===== src/rtl/punc_pkg.sv =====
// Shared PUnC definitions: arbiter state encoding, port identifiers and bus widths.
package punc_pkg;
  localparam int AW_DEF        = 16;
  localparam int DW_DEF        = 16;
  localparam int HOST_WAIT_DEF = 4;

  typedef enum logic {
    ARB_S  = 1'b0,
    LOCK_S = 1'b1
  } arb_state_t;

  localparam logic PORT_C = 1'b0;
  localparam logic PORT_H = 1'b1;
endpackage


===== src/rtl/punc_arb_starve_ctr.sv =====
// Host anti-starvation counter: counts consecutive denied host cycles and
// raises host_pri once the host has waited HOST_WAIT cycles.
module punc_arb_starve_ctr
  import punc_pkg::*;
#(
  parameter int HOST_WAIT = HOST_WAIT_DEF
) (
  input  logic clk,
  input  logic rst,
  input  logic h_req,
  input  logic h_gnt,
  output logic host_pri
);
  localparam int CW = $clog2(HOST_WAIT + 1);
  localparam logic [CW-1:0] WAIT_MAX = CW'(HOST_WAIT);

  logic [CW-1:0] wait_cnt;

  always_ff @(posedge clk) begin
    if (rst) begin
      wait_cnt <= '0;
    end else if (!h_req || h_gnt) begin
      wait_cnt <= '0;
    end else if (wait_cnt != WAIT_MAX) begin
      wait_cnt <= wait_cnt + 1'b1;
    end
  end

  assign host_pri = h_req && (wait_cnt == WAIT_MAX);
endmodule


===== src/rtl/punc_mem_arbiter.sv =====
// Single-port memory arbiter between the PUnC CPU and the host loader/debug port:
// fixed CPU priority, host anti-starvation, and a host lock for atomic bursts.
module punc_mem_arbiter
  import punc_pkg::*;
#(
  parameter int AW        = AW_DEF,
  parameter int DW        = DW_DEF,
  parameter int HOST_WAIT = HOST_WAIT_DEF
) (
  input  logic          clk,
  input  logic          rst,
  input  logic          c_req,
  input  logic          c_we,
  input  logic [AW-1:0] c_addr,
  input  logic [DW-1:0] c_wdata,
  output logic          c_gnt,
  output logic          c_rvalid,
  output logic [DW-1:0] c_rdata,
  input  logic          h_req,
  input  logic          h_we,
  input  logic          h_lock,
  input  logic [AW-1:0] h_addr,
  input  logic [DW-1:0] h_wdata,
  output logic          h_gnt,
  output logic          h_rvalid,
  output logic [DW-1:0] h_rdata,
  output logic          m_en,
  output logic          m_we,
  output logic [AW-1:0] m_addr,
  output logic [DW-1:0] m_wdata,
  input  logic [DW-1:0] m_rdata,
  output logic          locked
);
  // Handshake: a requester holds req/we/addr/wdata stable until its gnt; a gnt
  // issues the access that same cycle, and read data returns exactly one cycle
  // later with rvalid, to the port that was granted.
  arb_state_t    state;
  logic          host_pri;
  logic          rd_pending;
  logic          rd_owner;
  logic [DW-1:0] c_rdata_q;
  logic [DW-1:0] h_rdata_q;

  punc_arb_starve_ctr #(.HOST_WAIT(HOST_WAIT)) u_starve (
    .clk      (clk),
    .rst      (rst),
    .h_req    (h_req),
    .h_gnt    (h_gnt),
    .host_pri (host_pri)
  );

  // Grants are suppressed while reset is held so nothing reaches memory.
  always_comb begin
    c_gnt = 1'b0;
    h_gnt = 1'b0;
    if (!rst) begin
      if (state == LOCK_S) begin
        h_gnt = h_req;
      end else begin
        c_gnt = c_req && !host_pri;
        h_gnt = h_req && !c_gnt;
      end
    end
  end

  always_comb begin
    m_en    = c_gnt || h_gnt;
    m_we    = 1'b0;
    m_addr  = '0;
    m_wdata = '0;
    if (c_gnt) begin
      m_we    = c_we;
      m_addr  = c_addr;
      m_wdata = c_wdata;
    end else if (h_gnt) begin
      m_we    = h_we;
      m_addr  = h_addr;
      m_wdata = h_wdata;
    end
  end

  always_ff @(posedge clk) begin
    if (rst) begin
      state <= ARB_S;
    end else begin
      case (state)
        ARB_S:   if (h_gnt && h_lock) state <= LOCK_S;
        LOCK_S:  if (!h_lock) state <= ARB_S;
        default: state <= ARB_S;
      endcase
    end
  end

  assign locked = (state == LOCK_S);

  always_ff @(posedge clk) begin
    if (rst) begin
      rd_pending <= 1'b0;
      rd_owner   <= PORT_C;
    end else begin
      rd_pending <= m_en && !m_we;
      rd_owner   <= h_gnt ? PORT_H : PORT_C;
    end
  end

  assign c_rvalid = !rst && rd_pending && (rd_owner == PORT_C);
  assign h_rvalid = !rst && rd_pending && (rd_owner == PORT_H);

  // Read data passes straight through when valid and is held otherwise.
  always_ff @(posedge clk) begin
    if (rst) begin
      c_rdata_q <= '0;
      h_rdata_q <= '0;
    end else begin
      if (c_rvalid) c_rdata_q <= m_rdata;
      if (h_rvalid) h_rdata_q <= m_rdata;
    end
  end

  assign c_rdata = c_rvalid ? m_rdata : c_rdata_q;
  assign h_rdata = h_rvalid ? m_rdata : h_rdata_q;
endmodule


===== config.mk =====
export PLATFORM = sky130hd
export DESIGN_NAME = punc_mem_arbiter
export DESIGN_NICKNAME = d
export VERILOG_FILES = /design/src/rtl/punc_pkg.sv /design/src/rtl/punc_arb_starve_ctr.sv /design/src/rtl/punc_mem_arbiter.sv
export SDC_FILE = /design/constraint.sdc
export NUM_CORES = 1
export LEC_CHECK = 0
export CORE_UTILIZATION = 32
export DETAILED_ROUTE_END_ITERATION = 16
export GPL_TIMING_DRIVEN = 0
export HOLD_SLACK_MARGIN = 0.03
export PLACE_DENSITY = 0.8
export SYNTH_ARGS = -nofsm -noshare
export SYNTH_HDL_FRONTEND = slang
export SYNTH_SLANG_ARGS = --single-unit

===== constraint.sdc =====
create_clock -name clk -period 2.1 [get_ports clk]
set_input_delay 0.315 -clock clk [delete_from_list [all_inputs] [get_ports clk]]
set_output_delay 0.315 -clock clk [all_outputs]
set_load 0.02 [all_outputs]

==> metrics.log <==
INFO  metric result_of_the_run = complete, no violations
INFO  metric yosys_warnings = 0
INFO  metric timing_worst_setup_path_type = input pin to output port
INFO  metric die_height = 79.2 µm
INFO  metric worst_hold_path_type = input pin to flop
INFO  metric finalWorstPathRequiredPeriod = 2.04 ns
INFO  metric antenna_left = 0
INFO  metric detail_route.drc_violations = 0
INFO  metric fin_cells = 421
INFO  metric r2r_setup_slack = 0.62 ns
INFO  metric ir_drop = 0.247 mV
INFO  metric syn2layout_area_growth = 89.6%
INFO  metric floorplan.die.width = 79.2 µm
INFO  metric cts.clk_slew.worst_paths = 0.07 ns
INFO  metric dp_cell_count = 404
INFO  metric rr_endpoint = c_rdata_q[10]$_SDFF_PP0_
INFO  metric maxSlewViolCount = 0
INFO  metric p_per_area = 480 nW/µm²
INFO  metric max-slew-margin-rel = 73.0%
INFO  metric synth.lib_cells_used.distinct = 25
INFO  metric critical-path-max-stage-delay = 0.46 ns
INFO  metric n_antenna_cell = 0
INFO  metric num_clock_sinks = 38
INFO  metric fillers = 503
INFO  metric worstHoldStart = h_req
INFO  metric rr_startpoint = rd_pending$_SDFF_PP0_
INFO  metric detailroute.via_count = 1948
INFO  metric timing.final.hold_violations = 0
INFO  metric synthArstFlopShare = 0%
INFO  metric multi_input_comb_area = 1080 µm²
INFO  metric cpLargestDelayFamily = buffers and inverters
INFO  metric ys_ff_latch = 38
INFO  metric clk_latency_worst_skew_pair = 0.28 ns
INFO  metric place_hpwl = 4650 µm
INFO  metric globalRouteTotalUtil = 18.4%
INFO  metric post-synth-top-area-cell = dfxtp_1
INFO  metric grt_pass1_wl = 9030 µm
INFO  metric worst-path-max-fanout = 10
INFO  metric antenna_found_initial = 0
INFO  metric ys_dominant_reg_cell = dfxtp_1
INFO  metric ratio_of_final_minimum_period_to_clock_period = 96.9%
INFO  metric number_of_maximum_capacitance_violations = 0
INFO  metric synthTopCellsByCount = dfxtp_1, a22o_1, and2_1
INFO  metric vias_per_cell = 4.63
INFO  metric worst_hold_path.endpoint = u_starve.wait_cnt[1]$_SDFFE_PP0P_
INFO  metric cts_tree = done
INFO  metric wire_per_inst = 13.7 µm
INFO  metric ys_seq_area_share = 39.9%
INFO  metric postLayoutCoreUtil = 64.5%
INFO  metric number_of_cells_on_the_worst_reg_to_reg_path = 5
INFO  metric netlist.area_leader.share = 39.9%
INFO  metric crit_required = 1.78 ns
INFO  metric ctsRootBufferMaster = clkbuf_8
INFO  metric maximum_number_of_pins_on_one_net_before_global_route_repair = 12
INFO  metric timing_worst_slew_pin_value = 0.405 ns
INFO  metric post_synth_edffs = 0
INFO  metric portBuffers = 157
INFO  metric placed_cell_area = 3570 µm²
INFO  metric floorplan.io_pins = 158
INFO  metric numCtsBuffers = 5
INFO  metric postCtsHoldBufs = 0
INFO  metric syn_area_per_cell = 10.9 µm²
INFO  metric power.static_leakage = 1.74 nW
INFO  metric worst_path_most_repeated_cell = buf_6
INFO  metric syn_inst = 175
INFO  metric grt_setup_unrepaired = yes
INFO  metric die_area = 6270 µm²
INFO  metric grt_remaining_overflow = 0
INFO  metric worstHoldPathCells = 3
INFO  metric detail_route.iter0.violations = 40
INFO  metric mappedNetlistArea = 1910 µm²
INFO  metric critPathSlowestCell = clkdlybuf4s50_1
INFO  metric cp_num_buf_inv = 4
INFO  metric num-nets-final = 437
INFO  metric clock-skew-final = 0.00328 ns
INFO  metric grt_pass1_vias = 1972
INFO  metric cts_max_level = 2
INFO  metric drt_pass1_iterations = 4
INFO  metric place_congestion = 0.798
INFO  metric timing.critical_path.cells = clkdlybuf4s50_1 > nor2b_4 > and3_1 > buf_6 > buf_6 > dlygate4sd2_1
INFO  metric detailed_route_wire_length = 5790 µm
INFO  metric placement_rows = 27
INFO  metric finish.instance_area = 3610 µm²
INFO  metric setup.worst_path.start_class = input pin
INFO  metric floorplan.core_area = 5610 µm²
INFO  metric clockBufferDepth = 2
INFO  metric arrival = 1.72 ns
INFO  metric synth_area_leaders = dfxtp_1, a22o_1, mux2_2, and2_1, mux2_4
INFO  metric synth_most_common_cell = dfxtp_1
INFO  metric syn_nets = 264
INFO  metric total_area_of_sequential_cells = 766 µm²
INFO  metric maxClockFrequency = 491 MHz
INFO  metric timing.final.setup_violations = 0
INFO  metric initial_utilization = 34.0%
INFO  metric setup.worst_path.end_class = output port
INFO  metric total_power = 0.00173 W
INFO  metric share_of_cells_above_drive_strength_1 = 31.2%
==> sequential cells by signal, summed over array words and instances, names as in the netlist <==
signal	flops
rd_pending	1
c_rdata_q	16
rd_owner	1
h_rdata_q	16
u_starve.wait_cnt	3
locked	1
==> through the flow <==
stage | setup slack, ns | hold slack [ns] | TNS [ns]
finish | 0.0645 | 0.432 | 0
detailed placement | -0.746 | 0.459 | -41.43
global route | -0.0294 | 0.445 | -0.123
floorplan | 0.293 | 0.430 | 0
global placement | -0.730 | 0.443 | -40.75
CTS | 0.00428 | 0.432 | 0
==> cell families (layout without fill, tap and decap cells) <==
family          after synthesis  after routing  share of synthesized area (%)
mux                          32             32                           20.7
fa+ha+maj                     2              2                           1.31
compound gates               38             38                           17.1
buf+inv                      19            193                           5.25
flops                        38             38                           39.9
simple gates                 46             46                           15.7
==> repair_timing <==
action                                  4_1_cts  5_1_grt
resized for setup                           197       24
pin swaps                                     1        4
buffers inserted                              9        1
endpoints found under the setup margin       70       49
==> worst max-delay path by stage <==
stage,start,to,slack [ns],depth (start not counted)
final,c_req,c_gnt,0.06,6
after CTS,c_req,h_gnt,0.004,6
after detailed placement,rst,m_wdata[3],-0.75,6
after global placement,rst,m_wdata[3],-0.73,6
after floorplan,locked$_SDFF_PP0_,m_addr[10],0.29,5
after global routing,rd_pending$_SDFF_PP0_,c_rdata[5],-0.03,4
==> layout by cell type (no fill, tap or decap), types with 2 or more instances in the layout <==
master,netlist,final
dfxtp_1,38,34
dfxtp_2,0,4
dlygate4sd2_1,0,19
clkbuf_2,0,2
clkdlybuf4s50_1,0,91
buf_6,0,10
and2_1,32,32
nor3_1,3,3
buf_4,1,13
mux2_2,23,23
nor2_1,2,2
a22o_1,34,34
clkbuf_8,0,6
inv_1,7,4
clkdlybuf4s15_1,0,8
mux2_4,9,9
inv_2,0,3
buf_2,7,30
clkbuf_1,3,4
==> metal layers <==
metal / GRT usage [%] / vias to the layer above / share of wire, %
met5: 0 / - / 0
met4: 4.36 / 0 / 0.92
met3: 3.79 / 4 / 6.4
met2: 33.7 / 96 / 51
met1: 21.6 / 876 / 41
li1: - / 972 / -
==> worst register-to-register path, delay by kind of cell (launching register included) <==
family                 cells  cell delay (ns)
muxes                      1             0.30
buffers and inverters      2             0.33
and+or+nand+nor            2             0.40
DFF                        1             0.35
==> report_power, final <==
group | internal (W) | switching (W) | leakage, nW
combinational | 0.000286 | 0.000204 | 1.38
sequential | 0.000735 | 0.00000650 | 0.309
clock | 0.000265 | 0.000237 | 0.0482
==> cell type report <==
| class | instances | area share (%) |
|---|---|---|
| multi-input cells | 118 | 29.8 |
| flip-flops and latches | 38 | 21.2 |
| repair buffers | 167 | 40.5 |
| inverters | 7 | 0.727 |
| plain buffers | 11 | 2.70 |
| clock inverters | 1 | 0.138 |
| clock buffers | 7 | 2.39 |
| well taps | 72 | 2.49 |
Power figures use the tool's default switching activity.
